## config.mk

```make
export PLATFORM = sky130hd
export DESIGN_NAME = m68k_bus_responder
export DESIGN_NICKNAME = d
export VERILOG_FILES = /design/src/rtl/m68k_bus_responder.sv
export SDC_FILE = /design/constraint.sdc
export NUM_CORES = 1
export LEC_CHECK = 0
export CAP_MARGIN = 0
export CORE_UTILIZATION = 39
export DETAILED_ROUTE_END_ITERATION = 8
export HOLD_SLACK_MARGIN = 0.03
export MAX_ROUTING_LAYER = met4
export PLACE_DENSITY = 0.75
export SETUP_SLACK_MARGIN = 0.02
export SLEW_MARGIN = 20
export SYNTH_ARGS = -nofsm -noshare
export SYNTH_HDL_FRONTEND = slang
export SYNTH_SLANG_ARGS = --single-unit
```

## constraint.sdc

```tcl
create_clock -name clk40 -period 1.5 [get_ports clk40]
set_input_delay 0.225 -clock clk40 [delete_from_list [all_inputs] [get_ports clk40]]
set_output_delay 0.225 -clock clk40 [all_outputs]
set_load 0.02 [all_outputs]
```

## src/rtl/m68k_bus_responder.sv

```systemverilog
// 68010 asynchronous-bus slave: synchronises the CPU strobes, decodes fc/address and runs one
// req/ack backend transaction per bus cycle, terminating with DTACK, or with BERR on timeout.
module m68k_bus_responder #(
  parameter logic [22:0] DECODE_BASE = 23'h000000,
  parameter logic [22:0] DECODE_MASK = 23'h000000,
  parameter logic [7:0]  FC_ENABLE   = 8'b01101110,
  parameter int unsigned TIMEOUT     = 64
) (
  input  logic        clk40,
  input  logic        reset_n,
  input  logic        as_n,
  input  logic        uds_n,
  input  logic        lds_n,
  input  logic        rw,
  input  logic [2:0]  fc,
  input  logic [22:0] addr,
  input  logic [15:0] d_in,
  output logic [15:0] d_out,
  output logic        d_oe,
  output logic        dtack_n,
  output logic        berr_n,
  output logic        req,
  output logic        req_we,
  output logic [2:0]  req_fc,
  output logic [22:0] req_addr,
  output logic [1:0]  req_be,
  output logic [15:0] req_wdata,
  input  logic        ack,
  input  logic [15:0] rdata
);

  localparam logic [7:0] TMO_LOAD = 8'(TIMEOUT);

  typedef enum logic [1:0] {IDLE, WAIT, TERM, SKIP} state_t;

  state_t      state;
  state_t      state_nxt;
  logic [1:0]  as_sync;
  logic [1:0]  uds_sync;
  logic [1:0]  lds_sync;
  logic        as_s;
  logic        uds_s;
  logic        lds_s;
  logic [7:0]  tmo_cnt;

  logic        fc_ok;
  logic        addr_ok;
  logic        strobe;
  logic        start;
  logic        miss;
  logic        tmo_last;

  logic        load_req;
  logic        end_ok;
  logic        end_err;
  logic        release_bus;

  // Two-flop synchronisers; reset to the negated (high) level.
  always_ff @(posedge clk40) begin
    if (!reset_n) begin
      as_sync  <= 2'b11;
      uds_sync <= 2'b11;
      lds_sync <= 2'b11;
    end else begin
      as_sync  <= {as_sync[0], as_n};
      uds_sync <= {uds_sync[0], uds_n};
      lds_sync <= {lds_sync[0], lds_n};
    end
  end

  assign as_s  = as_sync[1];
  assign uds_s = uds_sync[1];
  assign lds_s = lds_sync[1];

  // CPU space (fc=7) is excluded regardless of FC_ENABLE.
  assign fc_ok    = FC_ENABLE[fc] && (fc != 3'd7);
  assign addr_ok  = ((addr ^ DECODE_BASE) & DECODE_MASK) == 23'h000000;
  assign strobe   = !as_s && (!uds_s || !lds_s);
  assign start    = (state == IDLE) && strobe && fc_ok && addr_ok;
  assign miss     = (state == IDLE) && strobe && !(fc_ok && addr_ok);
  assign tmo_last = (tmo_cnt == 8'd1);

  always_ff @(posedge clk40) begin
    if (!reset_n) state <= IDLE;
    else          state <= state_nxt;
  end

  always_comb begin
    state_nxt = state;
    unique case (state)
      IDLE: begin
        if (start)     state_nxt = WAIT;
        else if (miss) state_nxt = SKIP;
      end
      WAIT: begin
        if (ack || tmo_last) state_nxt = TERM;
      end
      TERM: begin
        if (as_s) state_nxt = IDLE;
      end
      SKIP: begin
        if (as_s) state_nxt = IDLE;
      end
      default: state_nxt = IDLE;
    endcase
  end

  // Ack takes priority over the final timeout cycle.
  always_comb begin
    load_req    = 1'b0;
    end_ok      = 1'b0;
    end_err     = 1'b0;
    release_bus = 1'b0;
    unique case (state)
      IDLE: load_req = start;
      WAIT: begin
        if (ack)           end_ok  = 1'b1;
        else if (tmo_last) end_err = 1'b1;
      end
      TERM: release_bus = as_s;
      default: ;
    endcase
  end

  always_ff @(posedge clk40) begin
    if (!reset_n) begin
      tmo_cnt <= 8'd0;
    end else if (load_req) begin
      tmo_cnt <= TMO_LOAD;
    end else if (state == WAIT) begin
      if (tmo_cnt != 8'd0) tmo_cnt <= tmo_cnt - 8'd1;
    end else begin
      tmo_cnt <= 8'd0;
    end
  end

  always_ff @(posedge clk40) begin
    if (!reset_n) begin
      req       <= 1'b0;
      req_we    <= 1'b0;
      req_fc    <= 3'd0;
      req_addr  <= 23'h000000;
      req_be    <= 2'b00;
      req_wdata <= 16'h0000;
      d_out     <= 16'h0000;
      d_oe      <= 1'b0;
      dtack_n   <= 1'b1;
      berr_n    <= 1'b1;
    end else begin
      if (load_req) begin
        req       <= 1'b1;
        req_we    <= ~rw;
        req_fc    <= fc;
        req_addr  <= addr;
        req_be    <= {~uds_s, ~lds_s};
        req_wdata <= d_in;
      end
      if (end_ok) begin
        req     <= 1'b0;
        dtack_n <= 1'b0;
        if (!req_we) begin
          d_out <= rdata;
          d_oe  <= 1'b1;
        end
      end
      if (end_err) begin
        req    <= 1'b0;
        berr_n <= 1'b0;
      end
      // d_out is deliberately left holding the last read value.
      if (release_bus) begin
        dtack_n <= 1'b1;
        berr_n  <= 1'b1;
        d_oe    <= 1'b0;
      end
    end
  end

endmodule

```

Word-level counts from Yosys, hierarchy flattened
Memory sizes are Yosys's and may differ from the RTL's. Cells that the tools add are included.

Add/subtract/negate cells: 1. Reductions and logical operators: 19. Order comparisons: 1. Multiply operators: 0. Shift-type cells: 0. Equal/unequal tests: 9. Bitwise logic cells: 6. Muxes and demuxes: 16. Divide/modulo/power cells: 0.

Operator list (number): 7-bit 2-to-1 mux (3); 8-bit by 1-bit == test with 1-bit output (second input constant) (1); 1-bit 2-to-1 mux (8); 2-bit 2-to-1 mux (4); 8-bit nonzero test (1); 8-bit by 1-bit subtractor with 8-bit output (second input constant) (1); 3-bit inequality test (second input constant) (2); 1-bit NOT (6); 2-bit one-hot mux with 3 select lines (1); 3-bit OR reduction (2); 1-bit logical AND (5); 2-bit == test (second input constant) (2); 1-bit zero test (4); 3-bit by 4-bit less-than comparator with 1-bit output (second input constant) (1); 2-bit OR reduction (2); 3-bit by 2-bit inequality test with 1-bit output (second input constant) (1); 3-bit AND reduction (1); 2-bit by 1-bit == test with 1-bit output (second input constant) (1); 2-bit zero test (1); 1-bit logical OR (2); 2-bit by 1-bit inequality test with 1-bit output (second input constant) (1); 2-bit inequality test (second input constant) (1); 2-bit AND reduction (1).

Output and inout bits: 65. Bits in read-only memories: 8. Memory bits (writable): 0. Bits of input ports: 65. Bits in latches: 0. Memories kept: 1. Bits in registers: 81. Logic and storage cells: 69.

Memories: (no name shown) (words 8, bits a word 1, read ports 1, clocked after memory_dff 0, wr ports 0, line 76) `assign fc_ok = FC_ENABLE[fc] && (fc != 3'd7);`.

Longest topological paths before layout
Depth in word-level cells: 8. Mapped depth: 8. Depth with buffers taken out: 6.

Least setup slack after synthesis
Ideal clock, no wire load.

Kind: input to register. Start: in fc[0]. End: reg req_wdata[3]. Slack: -0.021 ns. Path buffers: 1. Setup time: 0.070 ns. Stages on the path: 7. Required time: 1.430 ns. Arrival time: 1.451 ns. Cell sequence: inv_1 ha_1 and3b_1 o21bai_1 clkbuf_1 nand2_1 a21boi_1.

Word-level cells in the longest chain between the ends: 5. Elaborated cells on any way between the ends: 6. Those cells by class: 1 x eq/ne; 2 x mux; 2 x reduce/logical; 1 x memory.

RTL lines: start: declaration (line 15) `input logic [2:0] fc,`; memory read 8 x 1 bit; 1-bit 2-to-1 mux (not written as such) (line 76); 1-bit logical AND * (line 76); 1-bit logical AND * (line 79) `assign start = (state == IDLE) && strobe && fc_ok && addr_ok;`; 1-bit 2-to-1 mux * (line 114) `unique case (state)`; end signal: assignment (line 156) `req_wdata <= d_in;`; end: declaration (line 27) `output logic [15:0] req_wdata,`.

Mark *: on every way between the ends. The rest lies on a longest branch, timed or not. The select of a mux whose other input is x is not followed. A chain may end at the register's enable or synchronous reset.

Worst setup path in the final report
Start: reg uds_sync[1]. End: reg req_addr[13].

Word-level cells in the longest chain between the ends: 6.

RTL lines: start: declaration (line 39) `logic [1:0] uds_sync;`; start signal: assignment (line 66) `uds_sync <= {uds_sync[0], uds_n};`; 1-bit zero test (line 78) `assign strobe = !as_s && (!uds_s || !lds_s);`; 1-bit logical OR (line 78); 1-bit logical AND (line 78); 1-bit logical AND (2 in series) (line 79); 1-bit 2-to-1 mux (line 114); end signal: assignment (line 154) `req_addr <= addr;`; end: declaration (line 25) `output logic [22:0] req_addr,`.

Every way passes these cells.

==> results.md <==
- The run finished, with violations left.
- The final reports fail on setup timing.
- The clock skew after layout is 0.0107 ns.
- Once the floorplan was initialized, standard cells occupied between 40 and 50% of the core.
- In this run, CTS created clock tree buffers numbering 9.
- The global-route wire length before repair is 13.1 mm.
- In this run, synthesis produced a sequential element count of 81.
- Dividing total power by cell area gives a power density of approximately 800 nW/um2.
- The final cell utilization of the core is about two thirds.
- VDD sags by at most 522 uV.
- The die outline height is between 90 and 100 um.
- The synthesized netlist net count is between 400 and 500.
- between 100 and 150 I/O pins were placed.
- The post-route cell area is 5150 um2.
- The count of final max-slew check failures came to 0.
- The detailed router placed about 3000 vias in this run.
- The startpoint of the worst-slack reg-to-reg timing path is uds_sync[1]$_SDFF_PN1_.
- The smallest setup slack after layout is -0.176 ns.
- The count of maximum capacitance violations is 0.
- CTS built an H-tree with a depth of 3.
- The ratio of cells with drive above 1 in the final layout is approximately a fifth.
- STA puts the critical path data arrival time at just under 2 ns.
- The residual overflow from global routing is 0.
- At the pin with the least slew margin, the transition time is roughly 0.30 ns.
- The most used flip-flop cell after synthesis is dfxtp_1.
- The data required time at the worst endpoint is 1.77 ns.
- The HPWL after detailed placement is approximately 5.5 mm.
- The number of diodes added for antenna fixing is 0.
- The clock slew at the register clock pins of the worst setup and hold paths is about 0.08 ns.
- The clock tree from TritonCTS is done.
- The tightest min-delay check is of the input pin to flip-flop type.
- The floorplan step defined a die boundary enclosing 8460 um2.
- The worst slew margin relative to its limit is between 70% and 80%.
- In this run, synthesis inferred 0 flip-flops with an integrated enable.
- The ratio of routed vias to standard cells is ~4.9.
- The instance count after placement with tap cells included is just under 600.
- The mean cell area of the mapped netlist is 8.90 um2.
- The global-route usage over all layers is 20.1%.
- The clock net sink count is 81.
- The worst hold endpoint is tmo_cnt[0]$_SDFFE_PP0P_.
- The overall die width is 92.0 um.
- The start point of the worst min-delay path is reset_n.
- The number of antenna violations at the first check in global routing is 0.
- The pin count of the biggest net entering global routing is 26.
- Leaving out fill and tap cells, the most frequent cell in the layout is nand2_1.
- The net count of the finished layout is 579.
- The total power is just over 4 mW.
- The clock root buffer is clkbuf_8.
- The destination of the worst register-to-register timing path is req_addr[13]$_SDFFE_PN0P_.
- The warning count from the yosys run is 0.
- The number of endpoints with negative hold slack in the final report came to 0.
- The signed area change from the synthesized netlist to the final layout is 63.1%.
- The number of library cell types mapped by synthesis is 38.
- The analysis attributes to cell leakage a power of between 2 and 2.5 nW.
- The setup TNS is -2.99 ns.
- The worst hold path passes through 3 cells.
- The post-detailed-placement cell area is 4630 um2.
- For this run, asynchronously set or reset flops after synthesis account for 0%.
- Setup repair after global routing could not meet its margin everywhere.
- The count of cells in the finished layout, fillers not included, comes to 617.
- The minimum period implied by the final worst setup slack is about 1.7 ns.
- The number of global-route vias before repair was between 2000 and 3000.
- The weighted congestion reported at the end of routability-driven placement is 0.744.
- The netlist area before placement is about 3200 um2.
- Timing analysis after detailed placement gives a worst setup slack of -0.474 ns.
- The count of nets left with antenna violations after detail routing is 0.
- The setup check on the worst reg-to-reg path leaves a slack of -0.18 ns.
- The worst setup path is launched from a flip-flop.
- The first detailed-routing pass ran for 4 iterations.
- Summing the sequential cell areas from Yosys gives roughly half of the chip area.
- The period utilization is 112%.
- In the layout the commonest cells are nand2_1 (102), dfxtp_1 (78), dlygate4sd2_1 (66), clkdlybuf4s50_1 (61), a21boi_1 (36).
- The number of fill cells is between 600 and 700.
- The final count of negative-setup-slack endpoints is 47.
- Buffers placed on the I/O ports in this run total 129.
- Counting every instance in the synthesized netlist gives 355.
- The maximum buffer depth of the clock tree is 2.
- The worst hold slack is approximately 0.24 ns.
- The clock latency reported for the late side of the worst-skew pair is 0.35 ns.
- The violation count after the first detailed-route iteration is ~110.
- STA classifies the critical path endpoint as a flip-flop.
- The maximum fanout encountered on the critical timing path is 8.
- The initialized floorplan defines 32 standard-cell rows.
- Dividing the detail-routed wire length by the instance count gives approximately 15 um.
- The critical path in this run is classified as flip-flop to flip-flop.
- The routed wire length is 9.42 mm.
- The maximum clock rate is 596 MHz.
- The number of cells on the worst reg-to-reg path is 6.
- In the routed design, unresolved DRC markers number 0.
- The region available for standard cell placement spans just under 8000 um2.
==> cells in the mapped netlist, types with 2 or more instances <==
cell,instances,share of area [%]
nand2b_1,6,1.2
nor2_1,13,1.5
inv_1,4,0.48
xor2_1,2,0.55
a21oi_1,4,0.63
nand3_1,4,0.63
a21boi_0,17,4.0
o211a_1,4,1.3
o21ai_0,2,0.32
a31oi_1,2,0.40
xnor2_1,3,0.83
clkbuf_1,12,1.4
ha_1,4,1.6
a21boi_1,42,10
buf_6,6,2.1
nand2_1,125,15
dfxtp_1,81,51
o31ai_1,2,0.48
nor2b_1,3,0.59
==> critical path, stage by stage, from the launching register on <==
cell       delay (ns)
dfxtp_2          0.33
a2111o_1         0.45
o21ba_4          0.28
buf_12           0.14
clkbuf_16        0.16
nand2_1          0.09
a21boi_1         0.16
==> kinds of logic (layout without fill, tap and decap cells) <==
family	count (synthesis)	count (layout)	synth area share [%]
fa+ha+maj	4	4	1.58
buf+inv	24	184	4.44
simple gates	159	159	21.4
xor+xnor	5	5	1.39
compound gates	82	82	19.8
flops	81	81	51.3
==> where the power goes <==
group          leakage (nW)  internal [mW]  total [mW]  switching (mW)
sequential            0.654           2.17        2.18          0.0106
clock                0.0933          0.768        1.55           0.784
combinational          1.52          0.240       0.379           0.140
total                  2.27           3.18        4.11           0.934
==> worst max-delay path by stage <==
stage,start,end,slack [ns],cells past startpoint
2_1_floorplan,fc[0],req_wdata[3]$_SDFFE_PN0P_,-0.02,7
3_3_place_gp,fc[0],req_wdata[8]$_SDFFE_PN0P_,-0.44,8
3_5_place_dp,fc[0],req_addr[17]$_SDFFE_PN0P_,-0.47,8
4_1_cts,lds_sync[1]$_SDFF_PN1_,req_wdata[8]$_SDFFE_PN0P_,-0.07,6
5_1_grt,uds_sync[1]$_SDFF_PN1_,req_addr[13]$_SDFFE_PN0P_,-0.21,6
6_report,uds_sync[1]$_SDFF_PN1_,req_addr[13]$_SDFFE_PN0P_,-0.18,6
==> sequential cells by signal (all words and copies together) (netlist names) <==
register / count
req_addr: 23
d_out: 16
req_wdata: 16
tmo_cnt: 8
req_fc: 3
as_sync: 2
lds_sync: 2
req_be: 2
state: 2
uds_sync: 2
berr_n: 1
d_oe: 1
dtack_n: 1
req: 1
req_we: 1
==> final cells by class <==
class | instances | area (um2) | area share [%]
clock buffers | 11 | 131 | 2.55
clock inverters | 5 | 56.3 | 1.09
inverters | 4 | 15.0 | 0.291
multi-input cells | 250 | 1560 | 30.3
flip-flops and latches | 81 | 1630 | 31.5
well taps | 102 | 128 | 2.48
repair buffers | 164 | 1640 | 31.8
==> layer usage <==
metal	global-route usage, %	share of wire (%)
met1	25.3	43
met3	4.89	6.1
met4	5.86	1.0
met5	-	0
met2	32.0	50
==> repair_timing <==
item | in CTS | in global routing
hold buffers | 0 | 0
gates resized for setup | 88 | 42
pin swaps | 21 | 20
endpoints found under the setup margin | 110 | 59
cloned | 2 | 5
setup buffers | 7 | 1
(Power assumes the default switching activity.)
